==> config.mk <==
export PLATFORM = sky130hd
export DESIGN_NAME = fml_sram
export DESIGN_NICKNAME = d
export VERILOG_FILES = /design/src/rtl/fml_sram_pkg.sv /design/src/rtl/fml_sram_linebuf.sv /design/src/rtl/fml_sram.sv
export SDC_FILE = /design/constraint.sdc
export NUM_CORES = 1
export LEC_CHECK = 0
export CORE_MARGIN = 2
export CORE_UTILIZATION = 40
export DETAILED_ROUTE_END_ITERATION = 8
export DONT_BUFFER_PORTS = 1
export SLEW_MARGIN = 20
export SYNTH_ARGS = -nofsm -noshare
export SYNTH_HDL_FRONTEND = slang
export SYNTH_SLANG_ARGS = --single-unit
==> constraint.sdc <==
create_clock -name sys_clk -period 7 [get_ports sys_clk]
set_input_delay 0 -clock sys_clk [delete_from_list [all_inputs] [get_ports sys_clk]]
set_output_delay 0 -clock sys_clk [all_outputs]
set_load 0.1 [all_outputs]
==> src/rtl/fml_sram_pkg.sv <==
// Shared definitions for the FML SRAM responder: burst geometry, FSM
// encodings and the in-line burst offset helper.
package fml_sram_pkg;

    localparam int FML_BURST_LEN = 8;
    localparam int FML_OFS_W     = 3;

    typedef enum logic [2:0] {
        ST_IDLE      = 3'd0,
        ST_RD_ACCESS = 3'd1,
        ST_RD_BURST  = 3'd2,
        ST_WR_BURST  = 3'd3,
        ST_WR_ACCESS = 3'd4
    } state_t;

    // Word offset inside the 16-byte line; wraps modulo the burst length.
    function automatic logic [FML_OFS_W-1:0] burst_ofs(input logic [FML_OFS_W-1:0] start,
                                                       input logic [FML_OFS_W-1:0] k);
        return start + k;
    endfunction

endpackage

==> src/rtl/fml_sram_linebuf.sv <==
// One burst line: 8 entries of {sel[1:0], data[15:0]}, one synchronous write
// port and one combinational read port.
module fml_sram_linebuf
    import fml_sram_pkg::*;
(
    input  logic                 clk,
    input  logic                 we,
    input  logic [FML_OFS_W-1:0] wr_idx,
    input  logic [17:0]          wr_data,
    input  logic [FML_OFS_W-1:0] rd_idx,
    output logic [17:0]          rd_data
);

    logic [17:0] mem [FML_BURST_LEN];

    always_ff @(posedge clk) begin
        if (we) begin
            mem[wr_idx] <= wr_data;
        end
    end

    assign rd_data = mem[rd_idx];

endmodule

==> src/rtl/fml_sram.sv <==
// FML 8x16 responder for an asynchronous 16-bit SRAM. Whole bursts are
// buffered so the SRAM runs at wait-state pace and FML data is 8 back-to-back cycles.
module fml_sram
    import fml_sram_pkg::*;
#(
    parameter int fml_depth   = 19,
    parameter int wait_states = 1
) (
    input  logic                 sys_clk,
    input  logic                 sys_rst,
    input  logic [fml_depth-1:0] fml_adr,
    input  logic                 fml_stb,
    input  logic                 fml_we,
    output logic                 fml_ack,
    input  logic [1:0]           fml_sel,
    input  logic [15:0]          fml_di,
    output logic [15:0]          fml_do,
    output logic [fml_depth-2:0] sram_adr,
    input  logic [15:0]          sram_dq_i,
    output logic [15:0]          sram_dq_o,
    output logic                 sram_dq_oe,
    output logic                 sram_ce_n,
    output logic                 sram_oe_n,
    output logic                 sram_we_n,
    output logic                 sram_ub_n,
    output logic                 sram_lb_n
);

    localparam logic [3:0]           WS_RD  = 4'(wait_states);
    localparam logic [3:0]           WS_WR  = 4'(wait_states + 1);
    localparam logic [FML_OFS_W-1:0] LAST_K = FML_OFS_W'(FML_BURST_LEN - 1);

    state_t                 state;
    logic [FML_OFS_W-1:0]   k;
    logic [FML_OFS_W-1:0]   k_inc;
    logic [3:0]             wcnt;
    logic [fml_depth-5:0]   base_q;
    logic [FML_OFS_W-1:0]   ofs_q;

    logic                   lb_we;
    logic [17:0]            lb_wdata;
    logic [FML_OFS_W-1:0]   rd_idx;
    logic [17:0]            lb_rd;
    logic                   load_wr;
    logic                   unused;

    assign unused = fml_adr[0];
    assign k_inc  = k + 1'b1;

    // Read port always points at the word the next edge will need.
    assign rd_idx   = (state == ST_RD_BURST || state == ST_WR_ACCESS) ? k_inc : '0;
    assign lb_we    = (state == ST_WR_BURST) || (state == ST_RD_ACCESS && wcnt == 4'd0);
    assign lb_wdata = (state == ST_WR_BURST) ? {fml_sel, fml_di} : {2'b11, sram_dq_i};
    assign load_wr  = (state == ST_WR_BURST && k == LAST_K)
                   || (state == ST_WR_ACCESS && wcnt == 4'd0 && k != LAST_K);

    function automatic logic [fml_depth-2:0] word_adr(input logic [FML_OFS_W-1:0] idx);
        return {base_q, burst_ofs(ofs_q, idx)};
    endfunction

    fml_sram_linebuf u_linebuf (
        .clk     (sys_clk),
        .we      (lb_we),
        .wr_idx  (k),
        .wr_data (lb_wdata),
        .rd_idx  (rd_idx),
        .rd_data (lb_rd)
    );

    always_ff @(posedge sys_clk) begin
        if (sys_rst) begin
            state      <= ST_IDLE;
            k          <= '0;
            wcnt       <= '0;
            base_q     <= '0;
            ofs_q      <= '0;
            fml_ack    <= 1'b0;
            fml_do     <= '0;
            sram_adr   <= '0;
            sram_dq_o  <= '0;
            sram_dq_oe <= 1'b0;
            sram_ce_n  <= 1'b1;
            sram_oe_n  <= 1'b1;
            sram_we_n  <= 1'b1;
            sram_ub_n  <= 1'b1;
            sram_lb_n  <= 1'b1;
        end else begin
            fml_ack <= 1'b0;
            case (state)
                ST_IDLE: begin
                    base_q <= fml_adr[fml_depth-1:4];
                    ofs_q  <= fml_adr[3:1];
                    k      <= '0;
                    if (fml_stb) begin
                        if (fml_we) begin
                            state   <= ST_WR_BURST;
                            fml_ack <= 1'b1;
                        end else begin
                            state     <= ST_RD_ACCESS;
                            sram_adr  <= fml_adr[fml_depth-1:1];
                            wcnt      <= WS_RD;
                            sram_ce_n <= 1'b0;
                            sram_oe_n <= 1'b0;
                            sram_ub_n <= 1'b0;
                            sram_lb_n <= 1'b0;
                        end
                    end
                end
                ST_RD_ACCESS: begin
                    if (wcnt == 4'd0) begin
                        if (k == LAST_K) begin
                            state     <= ST_RD_BURST;
                            k         <= '0;
                            fml_ack   <= 1'b1;
                            fml_do    <= lb_rd[15:0];
                            sram_ce_n <= 1'b1;
                            sram_oe_n <= 1'b1;
                            sram_ub_n <= 1'b1;
                            sram_lb_n <= 1'b1;
                        end else begin
                            k        <= k_inc;
                            sram_adr <= word_adr(k_inc);
                            wcnt     <= WS_RD;
                        end
                    end else begin
                        wcnt <= wcnt - 4'd1;
                    end
                end
                ST_RD_BURST: begin
                    if (k == LAST_K) begin
                        state  <= ST_IDLE;
                        k      <= '0;
                        fml_do <= '0;
                    end else begin
                        k      <= k_inc;
                        fml_do <= lb_rd[15:0];
                    end
                end
                ST_WR_BURST: begin
                    if (k == LAST_K) begin
                        state <= ST_WR_ACCESS;
                        k     <= '0;
                    end else begin
                        k <= k_inc;
                    end
                end
                ST_WR_ACCESS: begin
                    if (wcnt == 4'd0) begin
                        if (k == LAST_K) begin
                            state      <= ST_IDLE;
                            k          <= '0;
                            sram_dq_oe <= 1'b0;
                            sram_ce_n  <= 1'b1;
                            sram_we_n  <= 1'b1;
                            sram_ub_n  <= 1'b1;
                            sram_lb_n  <= 1'b1;
                        end else begin
                            k <= k_inc;
                        end
                    end else begin
                        wcnt <= wcnt - 4'd1;
                        // Last cycle of each slot keeps we_n high for hold/recovery.
                        if (wcnt == 4'd1) begin
                            sram_we_n <= 1'b1;
                        end
                    end
                end
                default: state <= ST_IDLE;
            endcase

            // Set up the next SRAM write slot from the line buffer.
            if (load_wr) begin
                sram_adr   <= word_adr(rd_idx);
                sram_dq_o  <= lb_rd[15:0];
                sram_dq_oe <= 1'b1;
                sram_ce_n  <= 1'b0;
                sram_oe_n  <= 1'b1;
                sram_we_n  <= ~|lb_rd[17:16];
                sram_ub_n  <= ~lb_rd[17];
                sram_lb_n  <= ~lb_rd[16];
                wcnt       <= WS_WR;
            end
        end
    end

endmodule

==> results of run 1 <==
final cells by class:
type	instances	area, sq um	area share
Clock buffer	32	674	0.0596
Multi-Input combinational cell	467	3220	0.284
Timing Repair Buffer	79	766	0.0676
Inverter	25	93.8	0.00829
Sequential cell	229	6030	0.532
Clock inverter	14	143	0.0126
Tap cell	319	399	0.0353
critical path, stage by stage (launching register included):
cell	delay (ns)
dfxtp_1	0.94
nor2b_1	0.42
nand2_1	0.59
mux2_2	0.54
dlygate4sd3_1	0.70
power breakdown:
part           switching (uW)  internal (uW)  leakage, uW
logic                     199            133      0.00149
clock network             527            762     0.000408
registers                 194           1490      0.00199
total                     921           2380      0.00389
stage by stage:
stage / hold slack (ns) / setup slack [ns]
4_1_cts: 0.137 / 3.51
5_1_grt: 0.186 / 3.24
3_5_place_dp: 0.0791 / 3.66
2_1_floorplan: 0.136 / 4.06
3_3_place_gp: 0.0756 / 3.65
6_report: 0.157 / 3.49
cells in the mapped netlist, types with 3 or more instances:
cell       count  share of area
a211oi_1      34          0.027
a21oi_1       43          0.022
xor2_1         4         0.0036
nand2b_1      21          0.014
inv_1         22         0.0086
mux2i_1       21          0.022
nand2_1       80          0.031
nor2b_1        4         0.0026
a22o_1        16          0.015
buf_2         19         0.0099
o2bb2ai_1     32          0.029
a21o_1         3         0.0023
a311oi_1      18          0.016
nor3b_2        3         0.0039
buf_4          7         0.0055
edfxtp_1     144           0.45
inv_2          3         0.0012
o21ai_0        8         0.0042
nor3_1        17         0.0089
clkbuf_1      17         0.0066
a221oi_1       3         0.0027
ha_1           7         0.0091
mux2_2        18          0.021
nor2_1        40          0.016
nand3_1        4         0.0021
dfxtp_1       85           0.18
o22ai_1       33          0.022
and3_1        17          0.011
buf_6          5         0.0059
metal layers:
| layer | wire [microns] | vias up |
|---|---|---|
| met5 | 0 | - |
| met4 | 389 | 0 |
| met3 | 1420 | 34 |
| met2 | 10500 | 185 |
| met1 | 10100 | 2993 |
| li1 | - | 3041 |
registers in the layout (all words and copies together), names as in the netlist, 4 cells and up:
register and flops:
base_q 15, fml_do 16, sram_adr 18, sram_dq_o 16, u_linebuf.mem 144, wcnt 4
path summary, 6_finish.rpt:
path,to,cells after the start,slack (ns)
worst min-delay path,base_q[6],3,0.16
worst max-delay path,u_linebuf.mem[5][5],4,3.49
worst min register to register,base_q[14],2,0.45
worst max register to register,u_linebuf.mem[5][5],4,3.49
timing repair:
item | in CTS | in global routing
hold endpoints to repair | 229 | 0
hold buffers | 62 | 0
endpoints found under the setup margin | 0 | 0
cell families after synthesis:
kind of cell               count (synthesis)
DFF                                      229
AOI/OAI and AO/OA                        208
and+or+nand+nor                          202
buffers and inverters                     76
muxes                                     40
adders and majority gates                  9
xor gates and xnor gates                   8
==> impl_metrics.env, run 1 <==
export IMPL_critPathLaunchType="flop"
export IMPL_critical_path_required_ns=7.23
export IMPL_worst_pin_slew_ns=1.08
export IMPL_ctsHtreeMaxLevel=1
export IMPL_synth_warning_count=0
export IMPL_detailedRoute_firstPassIterationCount=5
export IMPL_gpl_final_weighted_congestion=0.762
export IMPL_grt_usage=0.174
export IMPL_grt_setup_unrepaired="false"
export IMPL_drt_antenna_violating_nets=0
export IMPL_drt_initial_drc_count=559
export IMPL_setup_viol_count_final=0
export IMPL_final_core_util=0.481
export IMPL_die_area_sq_um=25300
export IMPL_report_final_slew_viol_count=0
export IMPL_max_cap_viol_count=0
export IMPL_synth_top_flop_cell="edfxtp_1"
export IMPL_n_antenna_cell=0
export IMPL_criticalPathCategory="flop to flop"
export IMPL_adder_cell_share_of_the_synthesized_area=0.0133
export IMPL_total_leakage_power_uw=0.00389
export IMPL_post_route_drc_count=0
export IMPL_die_w_microns=159
export IMPL_vias_per_cell=5.37
export IMPL_power_per_cell_area_nw_per_um2=292
export IMPL_floorplan_core_area_sq_um=23500
export IMPL_path_max_fanout=23
export IMPL_detail_route_wl_per_cell_microns=19.2
export IMPL_highest_clock_frequency_the_design_can_meet_mhz=285
export IMPL_hpwlAfterDp_microns=13900
export IMPL_status="completed"
export IMPL_clk_insertion_delay_late_ns=0.53
export IMPL_synth_seq_cells=229
export IMPL_grt_pass1_vias=6033
export IMPL_drive_above_1_share=0.122
export IMPL_wl_microns=22400
export IMPL_num_rows=56
export IMPL_placed_cells_incl_taps=1057
export IMPL_postPlaceCellArea_sq_um=9860
export IMPL_tritoncts="built"
export IMPL_syn_cell_area_sq_um=9600
export IMPL_worst_endpoint_arrival_ns=3.74
export IMPL_final_cell_count_no_fill=1165
export IMPL_areaGrowthSynthToFinish_pct=17.9
export IMPL_synth_compound_gate_area_share=0.157
export IMPL_synth_simple_area_share=0.106
export IMPL_synth_top_family_by_area="compound AO/OA/AOI/OAI gates"
export IMPL_synth_mux_area_frac=0.0454
export IMPL_setup_total_negative_slack_ns=0
export IMPL_hp_class="input port to flop"
export IMPL_final_cell_mix="144 x edfxtp_1, 85 x dfxtp_1, 80 x nand2_1"
export IMPL_tritoncts_num_sinks=229
export IMPL_grt_pass1_wl_microns=34900
export IMPL_layout_cells_most_common="edfxtp_1"
export IMPL_post_synth_xor_area_fraction=0.0112
export IMPL_grt_max_degree=69
export IMPL_critical_path_reg2reg_startpoint="state[0]"
export IMPL_globalRouteMet3Util=0.0337
export IMPL_synth_edf_count=144
export IMPL_timing_slew_headroom=0.281
export IMPL_remaining_global_route_overflow=0
export IMPL_post_cts_setup_buffers=0
export IMPL_startpoint_of_the_most_critical_setup_path="state[0]"
export IMPL_synth_yosys_seq_area_share=0.628
export IMPL_n_fill_cell=2090
export IMPL_grt_antenna_before_repair=0
export IMPL_post_cts_resized_instances=0
export IMPL_worst_hold_startpoint="fml_adr[10]"
export IMPL_grt_use_met2=0.293
export IMPL_postSynthNetCount=838
export IMPL_finClkSkew_ns=0.0209
export IMPL_nNetsFinal=893
export IMPL_cts_inserted_buffers=25
export IMPL_layout_min_cycle_time_ns=3.51
export IMPL_cts_root_to_sink_buffers=3
export IMPL_root_buffer="clkbuf_16"
export IMPL_global_route_layer_with_the_greatest_usage="met2"
export IMPL_io_pins=114
export IMPL_vias=6253
export IMPL_syn_area_per_cell_sq_um=12.4
export IMPL_final_min_period_over_clock_period=0.502
export IMPL_fin_total_pwr_uw=3300
export IMPL_initial_utilization=0.408
export IMPL_ir_worst_vdd_mv=0.144
export IMPL_port_buffers=0
export IMPL_final_area_sq_um=11300
export IMPL_globalRouteMet1Util=0.232
export IMPL_asyncSetResetFlopFracSynth=0
export IMPL_cts_reportedPaths_clkPinSlew_ns=0.06
export IMPL_die_h_microns=159
export IMPL_cp_end_kind="flop"
export IMPL_timing_final_hold_violations=0
export IMPL_number_of_distinct_standard_cells_referenced_by_the_synthesized_netlist=63
export IMPL_netlist_instances=772
(Power assumes the default switching activity.)
==> run 2, diff against run 1 <==
ABC_AREA = 1   (was not set)
clock period = 3.5 ns   (was 7 ns; I/O delays follow)
==> impl_metrics.env, run 2 <==
export IMPL_vias_per_cell=5.06
export IMPL_layout_cells_most_common="nand2_1"
export IMPL_clk_insertion_delay_late_ns=0.52
export IMPL_netlist_top_cells_area="edfxtp_1 43%, dfxtp_1 17%, nand2_1 8.1%"
export IMPL_grt_antenna_before_repair=0
export IMPL_drt_antenna_violating_nets=0
export IMPL_post_cts_resized_instances=0
export IMPL_synth_yosys_seq_area_share=0.600
export IMPL_final_area_sq_um=11700
export IMPL_synth_top_flop_cell="edfxtp_1"
export IMPL_synth_edf_count=144
export IMPL_netlist_instances=1071
export IMPL_grt_pass1_wl_microns=39200
export IMPL_yosysTopAreaCell="edfxtp_1"
export IMPL_max_cap_viol_count=0
export IMPL_areaGrowthSynthToFinish_pct=17.0
export IMPL_die_w_microns=162
export IMPL_root_buffer="clkbuf_16"
export IMPL_die_area_sq_um=26400
export IMPL_ir_worst_vdd_mv=0.499
export IMPL_wl_microns=25200
export IMPL_total_leakage_power_uw=0.00467
export IMPL_cp_end_kind="flop"
export IMPL_path_max_fanout=17
export IMPL_remaining_global_route_overflow=0
export IMPL_critical_path_required_ns=3.96
export IMPL_postSynthNetCount=1137
export IMPL_worst_pin_slew_ns=1.03
export IMPL_highest_clock_frequency_the_design_can_meet_mhz=327
export IMPL_postPlaceCellArea_sq_um=10400
export IMPL_final_min_period_over_clock_period=0.873
export IMPL_die_h_microns=162
export IMPL_setup_total_negative_slack_ns=0
export IMPL_tritoncts="built"
export IMPL_status="completed"
export IMPL_yosysMostFrequentCell="nand2_1"
export IMPL_cts_reportedPaths_clkPinSlew_ns=0.06
export IMPL_critPathLaunchType="flop"
export IMPL_fin_hold_ws_ns=0.208
export IMPL_worst_endpoint_arrival_ns=3.51
export IMPL_floorplan_core_area_sq_um=24500
export IMPL_largest_register_ffs=144
export IMPL_power_per_cell_area_nw_per_um2=659
export IMPL_timing_final_hold_violations=0
export IMPL_timing_slew_headroom=0.315
export IMPL_finClkSkew_ns=0.00561
export IMPL_syn_area_per_cell_sq_um=9.37
export IMPL_vias=7415
export IMPL_number_of_distinct_standard_cells_referenced_by_the_synthesized_netlist=34
export IMPL_layout_min_cycle_time_ns=3.06
export IMPL_synth_seq_cells=229
export IMPL_synth_top_area_share=0.431
export IMPL_synth_cells_most_frequent="217 x nand2_1, 144 x edfxtp_1, 137 x nand3_1, 114 x nor2_1, 97 x inv_1"
export IMPL_num_rows=57
export IMPL_syn_cell_area_sq_um=10000
export IMPL_initial_utilization=0.410
export IMPL_detail_route_wl_per_cell_microns=17.2
export IMPL_cts_root_to_sink_buffers=3
export IMPL_detailedRoute_firstPassIterationCount=5
export IMPL_port_buffers=0
export IMPL_ctsHtreeMaxLevel=1
export IMPL_grt_max_degree=57
export IMPL_drive_above_1_share=0.0973
export IMPL_grt_setup_unrepaired="false"
export IMPL_gpl_final_weighted_congestion=0.791
export IMPL_io_pins=114
export IMPL_asyncSetResetFlopFracSynth=0
export IMPL_grt_usage=0.192
export IMPL_synth_warning_count=0
export IMPL_cts_inserted_buffers=25
export IMPL_r2r_setup_slack_ns=0.44
export IMPL_drt_initial_drc_count=674
export IMPL_post_route_drc_count=0
export IMPL_report_final_slew_viol_count=0
export IMPL_nNetsFinal=1189
export IMPL_tritoncts_num_sinks=229
export IMPL_criticalPathCategory="flop to flop"
export IMPL_grt_pass1_vias=6997
export IMPL_largestRegisters="u_linebuf.mem (144), sram_adr (18)"
export IMPL_hpwlAfterDp_microns=15100
export IMPL_final_cell_mix="217 x nand2_1, 144 x edfxtp_1, 137 x nand3_1"
export IMPL_top_register="u_linebuf.mem"
export IMPL_setup_viol_count_final=0
export IMPL_n_antenna_cell=0
export IMPL_hp_class="input port to flop"
==> run 2: cell types whose count changed after synthesis, sizes merged, moves of 31 or more <==
cell / before / now
nand2: 82 / 221
nand3: 5 / 137
inv: 25 / 108
nor2: 40 / 119
o21ai: 10 / 50
o22ai: 33 / 0
a211oi: 34 / 2
o2bb2ai: 32 / 0
nand3b: 2 / 33
==> run 2: power by group <==
group / switching (uW) / internal (uW)
sequential: 780 / 3120
clock: 1020 / 1460
combinational: 925 / 429
==> run 2: cell type report <==
type                       instances  area [sq um]
clock buffer                      38           747
clock inverter                     7          33.8
fill                            2276         12700
inverter                         108           405
multi-input combinational        676          3330
sequential                       229          6030
tap                              324           405
timing repair buffer              83           791
==> run 2: routing by layer <==
layer	global-route usage	wire length (microns)
met4	0.0467	481
met2	0.317	11800
met5	0	0
met1	0.262	11300
met3	0.0377	1680
==> run 2: worst max-delay path, cell delays in order (launching register included) <==
cell	delay [ns]
dfxtp_1	0.42
ha_1	0.18
ha_1	0.34
nand2_1	0.23
nor2_4	0.20
nor2_4	0.16
a21oi_4	0.59
nand3_1	0.17
a21oi_1	0.14
dlygate4sd3_1	0.56
==> run 2: final timing paths <==
path,end,cells past startpoint,startpoint
worst max-delay path,fml_do[2],9,k[1]
worst max register to register,fml_do[2],9,k[1]
worst min-delay path,sram_adr[1],3,fml_adr[2]
worst min register to register,base_q[11],2,base_q[11]
==> run 2: timing repair <==
item,CTS,global route
hold endpoints to repair,227,0
hold buffers,58,0
buffers inserted,0,0
==> run 2: cells by family (layout without fill, tap and decap cells) <==
| group | count (synthesis) | after routing | share of synthesized area |
|---|---|---|---|
| AND/OR/NAND/NOR | 532 | 532 | 0.238 |
| flip-flops | 229 | 229 | 0.600 |
| buffers and inverters | 166 | 236 | 0.0676 |
| AO/OA/AOI/OAI | 132 | 132 | 0.0785 |
| adder cells (fa/ha/maj) | 9 | 9 | 0.0127 |
| XOR/XNOR | 3 | 3 | 0.00262 |
==> run 2: stage by stage <==
stage                     total power, uW  cells  utilization  setup slack, ns
after floorplan                      4880   1071            -             1.12
after global placement               5220   1362        0.424            0.921
after detailed placement             5240   1362        0.424            0.889
after CTS                            7810   1465        0.480            0.463
after global routing                 8110   1465        0.480            0.250
final                                7730   1465        0.480            0.445
